===== src/rtl/chimera_cluster_ctrl_apb.sv =====
// APB completer for the Chimera cluster control window: clock enables, scratch/ID
// and a per-cluster counted soft-reset sequencer. Optional macro: CHIMERA_CLU_CTRL_PSTRB_EN.
module chimera_cluster_ctrl_apb #(
  parameter int unsigned NumClusters      = 5,
  parameter int unsigned AddrWidth        = 32,
  parameter logic [7:0]  RstCyclesDefault = 8'd16,
  parameter logic [31:0] BlockId          = 32'hC1C0_0001
) (
  input  logic                   clk_i,
  input  logic                   rst_i,
  input  logic [AddrWidth-1:0]   paddr_i,
  input  logic                   psel_i,
  input  logic                   penable_i,
  input  logic                   pwrite_i,
  input  logic [31:0]            pwdata_i,
  input  logic [3:0]             pstrb_i,
  output logic                   pready_o,
  output logic [31:0]            prdata_o,
  output logic                   pslverr_o,
  output logic [NumClusters-1:0] cluster_clk_en_o,
  output logic [NumClusters-1:0] cluster_rst_o,
  output logic [NumClusters-1:0] rst_done_o
);

  // Handshake: a transfer is setup (psel & !penable), one fixed wait state, then a
  // single cycle with pready high; writes take effect on the clock edge ending that cycle.
  typedef enum logic [1:0] {Idle, Wait, Resp} apbState_e;

  apbState_e stateQ, stateD;

  logic [11:0]            offset;
  logic                   addrErr, reqErr, wrEn;
  logic [31:0]            byteMask;
  logic [31:0]            rdataNext, rdataQ;
  logic                   errQ;

  logic [NumClusters-1:0] clkEnQ;
  logic [7:0]             rstCyclesQ;
  logic [31:0]            scratchQ;
  logic [NumClusters-1:0] rstReq, busy, clusterRst, clusterDone;
  logic [7:0]             loadVal;
  logic                   unusedBits;

  assign offset  = paddr_i[11:0];
  assign addrErr = (offset >= 12'h018) || (offset[1:0] != 2'b00);
  assign reqErr  = addrErr || (pwrite_i && ((offset == 12'h008) || (offset == 12'h014)));

`ifdef CHIMERA_CLU_CTRL_PSTRB_EN
  assign byteMask   = {{8{pstrb_i[3]}}, {8{pstrb_i[2]}}, {8{pstrb_i[1]}}, {8{pstrb_i[0]}}};
  assign unusedBits = ^paddr_i[AddrWidth-1:12];
`else
  assign byteMask   = '1;
  assign unusedBits = ^{paddr_i[AddrWidth-1:12], pstrb_i};
`endif

  // APB FSM: state register
  always_ff @(posedge clk_i or posedge rst_i) begin
    if (rst_i) stateQ <= Idle;
    else       stateQ <= stateD;
  end

  // APB FSM: next state; a dropped psel abandons the transfer with no side effect
  always_comb begin
    stateD = stateQ;
    case (stateQ)
      Idle:    if (psel_i && !penable_i) stateD = Wait;
      Wait:    stateD = psel_i ? Resp : Idle;
      Resp:    stateD = Idle;
      default: stateD = Idle;
    endcase
  end

  // APB FSM: outputs
  always_comb begin
    pready_o  = (stateQ == Resp);
    prdata_o  = (stateQ == Resp) ? rdataQ : 32'h0;
    pslverr_o = (stateQ == Resp) ? errQ : 1'b0;
  end

  always_comb begin
    rdataNext = '0;
    if (!pwrite_i && !reqErr) begin
      case (offset)
        12'h000: rdataNext[NumClusters-1:0] = clkEnQ;
        12'h004: rdataNext[NumClusters-1:0] = busy;
        12'h008: rdataNext[NumClusters-1:0] = clusterRst;
        12'h00C: rdataNext[7:0]             = rstCyclesQ;
        12'h010: rdataNext                  = scratchQ;
        12'h014: rdataNext                  = BlockId;
        default: rdataNext                  = '0;
      endcase
    end
  end

  always_ff @(posedge clk_i or posedge rst_i) begin
    if (rst_i) begin
      rdataQ <= '0;
      errQ   <= 1'b0;
    end else if (stateQ == Wait) begin
      rdataQ <= rdataNext;
      errQ   <= reqErr;
    end
  end

  assign wrEn = (stateQ == Resp) && psel_i && pwrite_i && !errQ;

  always_ff @(posedge clk_i or posedge rst_i) begin
    if (rst_i) begin
      clkEnQ     <= '0;
      rstCyclesQ <= RstCyclesDefault;
      scratchQ   <= '0;
    end else if (wrEn) begin
      case (offset)
        12'h000: clkEnQ     <= (clkEnQ & ~byteMask[NumClusters-1:0])
                             | (pwdata_i[NumClusters-1:0] & byteMask[NumClusters-1:0]);
        12'h00C: rstCyclesQ <= (rstCyclesQ & ~byteMask[7:0]) | (pwdata_i[7:0] & byteMask[7:0]);
        12'h010: scratchQ   <= (scratchQ & ~byteMask) | (pwdata_i & byteMask);
        default: ;
      endcase
    end
  end

  assign rstReq  = (wrEn && (offset == 12'h004))
                 ? (pwdata_i[NumClusters-1:0] & byteMask[NumClusters-1:0]) : '0;
  assign loadVal = (rstCyclesQ == 8'd0) ? 8'd1 : rstCyclesQ;

  // A zero counter means "accepts a request": either READY or the post-reset hold.
  for (genvar g = 0; g < NumClusters; g++) begin : gSeq
    logic [7:0] cntQ;
    logic       rstQ, doneQ;

    always_ff @(posedge clk_i or posedge rst_i) begin
      if (rst_i) begin
        cntQ  <= '0;
        rstQ  <= 1'b1;
        doneQ <= 1'b0;
      end else begin
        doneQ <= 1'b0;
        if (cntQ != 8'd0) begin
          cntQ <= cntQ - 8'd1;
          if (cntQ == 8'd1) begin
            rstQ  <= 1'b0;
            doneQ <= 1'b1;
          end
        end else if (rstReq[g]) begin
          rstQ <= 1'b1;
          cntQ <= loadVal;
        end
      end
    end

    assign busy[g]        = (cntQ != 8'd0);
    assign clusterRst[g]  = rstQ;
    assign clusterDone[g] = doneQ;
  end

  assign cluster_rst_o    = clusterRst;
  assign rst_done_o       = clusterDone;
  assign cluster_clk_en_o = clkEnQ | busy;

endmodule


===== config.mk =====
export PLATFORM = sky130hd
export DESIGN_NAME = chimera_cluster_ctrl_apb
export DESIGN_NICKNAME = d
export VERILOG_FILES = /design/src/rtl/chimera_cluster_ctrl_apb.sv
export SDC_FILE = /design/constraint.sdc
export NUM_CORES = 1
export LEC_CHECK = 0
export BUFFER_PORTS_ARGS = -buffer_cell sky130_fd_sc_hd__buf_2
export CAP_MARGIN = 20
export CORE_MARGIN = 4
export CORE_UTILIZATION = 30
export CTS_CLUSTER_DIAMETER = 80
export DETAILED_ROUTE_END_ITERATION = 6
export GPL_ROUTABILITY_DRIVEN = 1
export GPL_TIMING_DRIVEN = 0
export PLACE_DENSITY_LB_ADDON = 0.08
export SYNTH_ARGS = -nofsm -noshare
export SYNTH_HDL_FRONTEND = slang
export SYNTH_SLANG_ARGS = --single-unit

===== constraint.sdc =====
create_clock -name clk_i -period 7.45 [get_ports clk_i]
set_input_delay 1.1175 -clock clk_i [delete_from_list [all_inputs] [get_ports clk_i]]
set_output_delay 1.1175 -clock clk_i [all_outputs]
set_load 0.02 [all_outputs]

==> results.py, run 1 <==
metrics = {
    "status": {
        "status": "finished clean",
    },
    "routing": {
        "avgRoutedWirePerCell_um": 19.6,
        "postRouteWirelength_um": 20400,
        "antenna_left": 0,
        "first_pass_iters": 5,
        "viasPerCell": 5.29,
        "num_vias": 5480,
        "drc": 0,
        "drt_iter0_markers": 381,
    },
    "floorplanning": {
        "rows": 54,
        "fp.dieH_um": 159,
        "die_width_um": 159,
        "dieArea_um2": 25200,
        "initial_core_util_pct": 30.9,
        "ios": 122,
        "fp.coreArea_um2": 22100,
    },
    "min_path": {
        "min_to": "rdataQ[30]$_DFFE_PP0P_",
        "worstHoldStart": "scratchQ[30]$_DFFE_PP0P_",
        "min_path_type": "reg2reg",
        "worstHoldPathCells": 1,
    },
    "setup_path": {
        "r2r_cells": 8,
        "worstSetupPathType": "reg2out",
        "cp.arrival_ps": 2580,
        "critical-path-top-delay-family": "simple AND/OR/NAND/NOR gates",
        "r2r_start": "gSeq[3].cntQ[0]$_DFFE_PP0P_",
        "cp_slowest_cell": "nor4_1",
        "r2r_setup_slack_ps": 4950,
        "crit_path_end_kind": "output pin",
        "cp_slowest_stage_delay_ps": 620,
        "crit_path_start_kind": "flip-flop",
        "worstPathRequired_ps": 6330,
        "cp_num_buf_inv": 2,
        "r2r-end": "rdataQ[3]$_DFFE_PP0P_",
        "cp-startpoint": "gSeq[1].cntQ[7]$_DFFE_PP0P_",
        "crit_chain": "nor4_1 -> nand3_1 -> clkbuf_1 -> or2_2 -> buf_2",
        "path_max_fanout": 10,
    },
    "layout": {
        "area_delta_synth_final_pct": 21.4,
        "antenna_cells": 0,
        "num-nets-final": 827,
        "final_layout_size_suffix_gt1_share_pct": 29.2,
    },
    "synth": {
        "synth_fp_nets": 713,
        "netlist_instances": 629,
        "ys_types": 65,
        "yosysSeqAreaShare_pct": 47.8,
        "synthFlopType": "dfrtp_1",
        "yosysWarningCount": 0,
        "ys_ff_latch": 130,
        "async_flop_share_pct": 100,
        "syn_area_um2": 6830,
        "synth_edf_count": 0,
        "synth_area_per_cell_um2": 10.9,
    },
    "timing": {
        "slew_viol_final": 0,
        "postLayoutSetupSlackWorst_ps": 3760,
        "period_share_pct": 49.6,
        "report.final.setup_viol": 0,
        "finalSetupTns_ps": 0,
        "max_freq_mhz": 271,
        "rsz0062_at_grt": "false",
        "tightest_slew_ps": 888,
        "max_slew_margin_pct": 40.6,
        "hold_viol": 0,
        "layout_min_cycle_time_ps": 3690,
        "whs_ps": 476,
        "fin_skew_ps": 13.2,
    },
    "global_route": {
        "grt_max_degree": 90,
        "grt_pass1_vias": 5578,
        "grt-ovfl-total": 0,
        "grt_util_all_layers_pct": 16.1,
        "grt_pass1_wl_um": 32300,
        "grt_antenna_before_repair": 0,
    },
    "placed_design": {
        "port_buffers": 94,
        "dp_hpwl_um": 14300,
        "pre_cts_slack_ps": 4090,
        "place_congestion": 0.808,
    },
    "clocking": {
        "root_buffer": "clkbuf_16",
        "cts_hold_buf": 0,
        "numCtsBuffers": 17,
        "cts_resized": 0,
        "cts_buffer_depth": 2,
        "clock_sinks": 130,
        "htreeDepth": 4,
        "clk_pin_slew_ps": 70,
        "cts_tree": "built",
        "post_cts_buffers": 0,
        "clk_latency_ps": 430,
    },
    "power_and_ir_drop": {
        "power_density_nw_per_um2": 198,
        "ir_worst_vdd_mv": 0.112,
        "cellLeakagePower_nw": 3.88,
    },
    "run": {
        "drv_cap": 0,
    },
}
how the worst max path moves through the flow:
stage | endpoint | slack [ps] | cells past startpoint
after floorplan | clkEnQ[0]$_DFFE_PP0P_ | 2870 | 1
after global placement | gSeq[3].cntQ[1]$_DFFE_PP0P_ | 990 | 2
after detailed placement | rdataQ[11]$_DFFE_PP0P_ | 4090 | 6
after CTS | cluster_clk_en_o[1] | 3780 | 5
after global routing | cluster_clk_en_o[1] | 3640 | 5
final | cluster_clk_en_o[1] | 3760 | 5
metal layers:
| metal | track usage [%] | share of wire, % | up-vias | wire (µm) |
|---|---|---|---|---|
| met5 | 0 | 0 | - | 0 |
| met4 | 3.83 | 0.92 | 0 | 188 |
| met3 | 3.81 | 4.8 | 13 | 983 |
| met2 | 26.0 | 47 | 160 | 9560 |
| met1 | 22.0 | 47 | 2733 | 9620 |
| li1 | - | - | 2574 | - |
stage by stage:
stage                     power, mW  utilization, %  instances  instance area, µm²
after CTS                      1.66            37.5       1036                8290
after detailed placement      0.788            34.8       1004                7680
after global routing           1.70            37.5       1036                8290
final                          1.64            37.5       1036                8290
after floorplan               0.754               -        629                6830
after global placement        0.785            34.6       1003                7650
registers in the layout, summed over array words and instances, names as in the netlist:
signal,cells
rstCyclesQ,8
rdataQ,32
gSeq.cntQ,40
scratchQ,32
errQ,1
gSeq.doneQ,5
gSeq.rstQ,5
stateQ,2
clkEnQ,5
report_power, final:
part | leakage, nW | switching [mW] | total (mW) | internal (mW)
Combinational | 1.92 | 0.0451 | 0.0640 | 0.0189
Sequential | 1.66 | 0.00154 | 0.709 | 0.707
Clock | 0.299 | 0.384 | 0.869 | 0.485
cell usage in the layout, fill, tap and decap left out, drive strengths merged, types with 5 or more instances in the layout:
cell type / synthesis / layout
a31oi: 12 / 12
o22ai: 6 / 6
a21o: 8 / 8
nor4: 15 / 15
a22oi: 5 / 5
nand3: 21 / 21
or4: 10 / 10
dfrtp: 124 / 124
nor2b: 6 / 6
clkbuf: 24 / 41
and2: 38 / 38
dfstp: 6 / 6
inv: 14 / 26
nor2: 27 / 27
a22o: 19 / 19
a32oi: 5 / 5
nand4: 22 / 22
a41oi: 11 / 11
mux2i: 8 / 8
nand2: 25 / 25
nor3: 14 / 14
mux2: 47 / 47
a21oi: 11 / 11
buf: 30 / 125
xnor2: 10 / 10
ha: 11 / 11
o21ai: 38 / 38
logic make-up after synthesis:
logic type	after synthesis	share of synthesized area, %
XOR/XNOR	14	1.80
AO/OA/AOI/OAI	148	15.3
flip-flops	130	47.8
AND/OR/NAND/NOR	203	17.4
multiplexers	55	10.6
buffers and inverters	68	5.10
adder cells (fa/ha/maj)	11	2.02
cell usage after synthesis (all sizes together), types with 12 or more instances:
cell / n / area, µm²
mux2: 47 / 642
nor3: 14 / 75.1
nand4: 22 / 159
o21ai: 38 / 190
and2: 38 / 238
nand2: 25 / 93.8
clkbuf: 24 / 90.1
dfrtp: 124 / 3100
a22o: 19 / 166
nor2: 27 / 104
inv: 14 / 52.6
nand3: 21 / 110
buf: 30 / 205
a31oi: 12 / 75.1
nor4: 15 / 109
layout make-up:
type | count | area (µm²)
buffer | 54 | 295
clock buffer | 17 | 425
clock inverter | 15 | 181
fill | 2203 | 13800
inverter | 14 | 57.6
multi-input combinational | 431 | 3220
sequential | 130 | 3260
tap | 280 | 350
timing repair buffer | 95 | 498
(Power assumes the default switching activity.)
==> run 2: changes to the inputs <==
- ABC_AREA: not set -> 1
- clock period: 7.45 -> 3.9 ns (I/O delays scaled with it)
==> run 2 against run 1 <==
Flip-flop and latch count did not move. Critical path type unchanged. Clock power rose by 110%. Sequential power rose by 90%. Global-route usage fell by 0.54 points. Cell area fell by 0.33%. Sequential share of layout area rose by 0.13 points. Highest routed layer unchanged. Wire length fell by 7.5%. Clock skew fell by 5.2 ps. Critical endpoint is now cluster_clk_en_o[2]. Via count rose by 3.6%. Worst hold slack got worse by 240 ps. Non-clock buffer count fell by 12.
==> results.py, run 2 <==
metrics = {
    "synth": {
        "yosysWarningCount": 0,
        "synthFlopType": "dfrtp_1",
        "ys_types": 39,
        "synth_top_cell_area_share_pct": 46.3,
        "synth_area_per_cell_um2": 7.79,
        "synth.most_common_cell": "nand2_1",
        "netlist_instances": 860,
        "synth_fp_nets": 944,
        "synth.top_cells.by_area": "dfrtp_1 46%, nand2_1 11%, o21ai_0 8.7%",
        "syn_area_um2": 6700,
        "synth_edf_count": 0,
        "yosysTopAreaCell": "dfrtp_1",
        "async_flop_share_pct": 100,
        "ys_ff_latch": 130,
        "yosysSeqAreaShare_pct": 48.6,
        "synth_common_cells": "190 x nand2_1, 135 x inv_1, 124 x dfrtp_1, 117 x o21ai_0, 92 x nor2_1",
    },
    "power_and_ir_drop": {
        "cellLeakagePower_nw": 4.17,
        "power_density_nw_per_um2": 394,
        "ir_worst_vdd_mv": 0.262,
        "total_power_mw": 3.25,
    },
    "placed_design": {
        "dp_cells": 1240,
        "dp_hpwl_um": 13800,
        "pre_cts_slack_ps": 1470,
        "place_area_um2": 7600,
        "place_congestion": 0.756,
        "port_buffers": 97,
    },
    "global_route": {
        "grt_pass1_wl_um": 29700,
        "grt_max_degree": 40,
        "grt_util_all_layers_pct": 15.5,
        "grt_antenna_before_repair": 0,
        "grt-ovfl-total": 0,
        "grt_pass1_vias": 5366,
    },
    "clocking": {
        "clk_pin_slew_ps": 60,
        "clock_sinks": 130,
        "cts_resized": 0,
        "cts_hold_buf": 0,
        "root_buffer": "clkbuf_16",
        "post_cts_buffers": 0,
        "cts_buffer_depth": 2,
        "clk_latency_ps": 420,
        "numCtsBuffers": 17,
        "cts_tree": "built",
        "htreeDepth": 4,
    },
    "floorplanning": {
        "dieArea_um2": 24800,
        "ios": 122,
        "initial_core_util_pct": 30.6,
        "rows": 54,
        "fp.dieH_um": 157,
        "fp.coreArea_um2": 21900,
        "die_width_um": 157,
    },
    "routing": {
        "avgRoutedWirePerCell_um": 14.8,
        "drt_iter0_markers": 315,
        "first_pass_iters": 4,
        "num_vias": 5680,
        "viasPerCell": 4.47,
        "postRouteWirelength_um": 18800,
        "antenna_left": 0,
        "drc": 0,
    },
    "timing": {
        "max_freq_mhz": 347,
        "rsz0062_at_grt": "false",
        "slew_viol_final": 0,
        "postLayoutSetupSlackWorst_ps": 1020,
        "finalSetupTns_ps": 0,
        "tightest_slew_ps": 694,
        "fin_skew_ps": 8.02,
        "period_share_pct": 73.9,
        "layout_min_cycle_time_ps": 2880,
        "hold_viol": 0,
        "max_slew_margin_pct": 53.6,
        "report.final.setup_viol": 0,
    },
    "min_path": {
        "min_path_type": "in2async",
    },
    "status": {
        "status": "finished clean",
    },
    "setup_path": {
        "worstPathRequired_ps": 3310,
        "crit_path_end_kind": "output pin",
        "cp.arrival_ps": 2300,
        "path_max_fanout": 6,
        "crit_path_start_kind": "flip-flop",
        "worstSetupPathType": "reg2out",
    },
    "layout": {
        "num-nets-final": 1063,
        "largest_register_ffs": 40,
        "final_layout_size_suffix_gt1_share_pct": 19.4,
        "antenna_cells": 0,
        "area_delta_synth_final_pct": 23.2,
        "final_cells": 1272,
        "multi_input_area_um2": 2710,
        "nFillCells": 2371,
        "layout_commonest_cell": "nand2_1",
        "stdcell_area_um2": 8260,
        "seqCellArea_um2": 3260,
        "final_cell_mix": "190 x nand2_1, 134 x inv_1, 124 x dfrtp_1",
        "largest_register": "gSeq.cntQ",
        "largest_registers": "gSeq.cntQ x40, rdataQ x32, scratchQ x32",
    },
    "run": {
        "drv_cap": 0,
    },
}
-- run 2: cell count changes after synthesis, sizes merged, moves of 19 or more --
cell and change:
a22o -19, nand3 +36, nor2 +74, o21ai +96
nand2 +172, and2 -38, mux2 -47, inv +122
-- run 2: area by class of cell --
cell class              instances  area share (%)
plain buffers                  37            2.70
repair buffers                100            6.61
multi-input cells             557            32.8
clock inverters                14            2.76
clock buffers                  18            5.20
inverters                     136            6.23
flip-flops and latches        130            39.5
well taps                     280            4.24
-- run 2: routing by layer --
layer,global-route usage (%),vias to the layer above,wire (µm)
li1,-,2944,-
met1,22.5,2623,9530
met2,23.8,101,8310
met3,2.97,12,792
met4,4.30,0,183
met5,0,-,0
-- run 2: logic make-up after synthesis --
family          share of synthesized area (%)
compound gates                           11.9
xor+xnor                                 1.05
fa+ha+maj                                2.05
buf+inv                                  10.9
flops                                    48.6
simple gates                             25.4
-- run 2: worst paths after layout --
check,from,endpoint,slack [ps],depth (start not counted)
setup / recovery,gSeq[2].cntQ[0]$_DFFE_PP0P_,cluster_clk_en_o[2],1020,7
max in group asynchronous,rst_i,gSeq[1].rstQ$_DFFE_PP1P_,2740,4
setup reg to reg,gSeq[0].cntQ[0]$_DFFE_PP0P_,gSeq[0].cntQ[5]$_DFFE_PP0P_,1950,10
min in group clk_i,penable_i,stateQ[0]$_DFFE_PP0P_,320,2
hold / removal,rst_i,gSeq[4].cntQ[5]$_DFFE_PP0P_,240,2
hold reg to reg,stateQ[1]$_DFFE_PP0P_,stateQ[0]$_DFFE_PP0P_,420,1
-- run 2: where the power goes --
group	leakage, nW	internal [mW]	switching [mW]
clock	0.316	1.15	0.648
sequential	1.67	1.35	0.000821
combinational	2.18	0.0324	0.0721
-- run 2: worst max-delay path, stage by stage, from the launching register on --
cell and delay, ps:
dfrtp_1 410, inv_1 110, ha_1 170, nand2_1 110, nor2_1 400, inv_1 200
or2_2 320, buf_2 160
-- run 2: metrics by stage --
step,hold WS (ps),util (%)
final,238,37.7
after global routing,271,37.7
after CTS,243,37.7
after detailed placement,415,34.7
after global placement,416,34.5
after floorplan,406,-
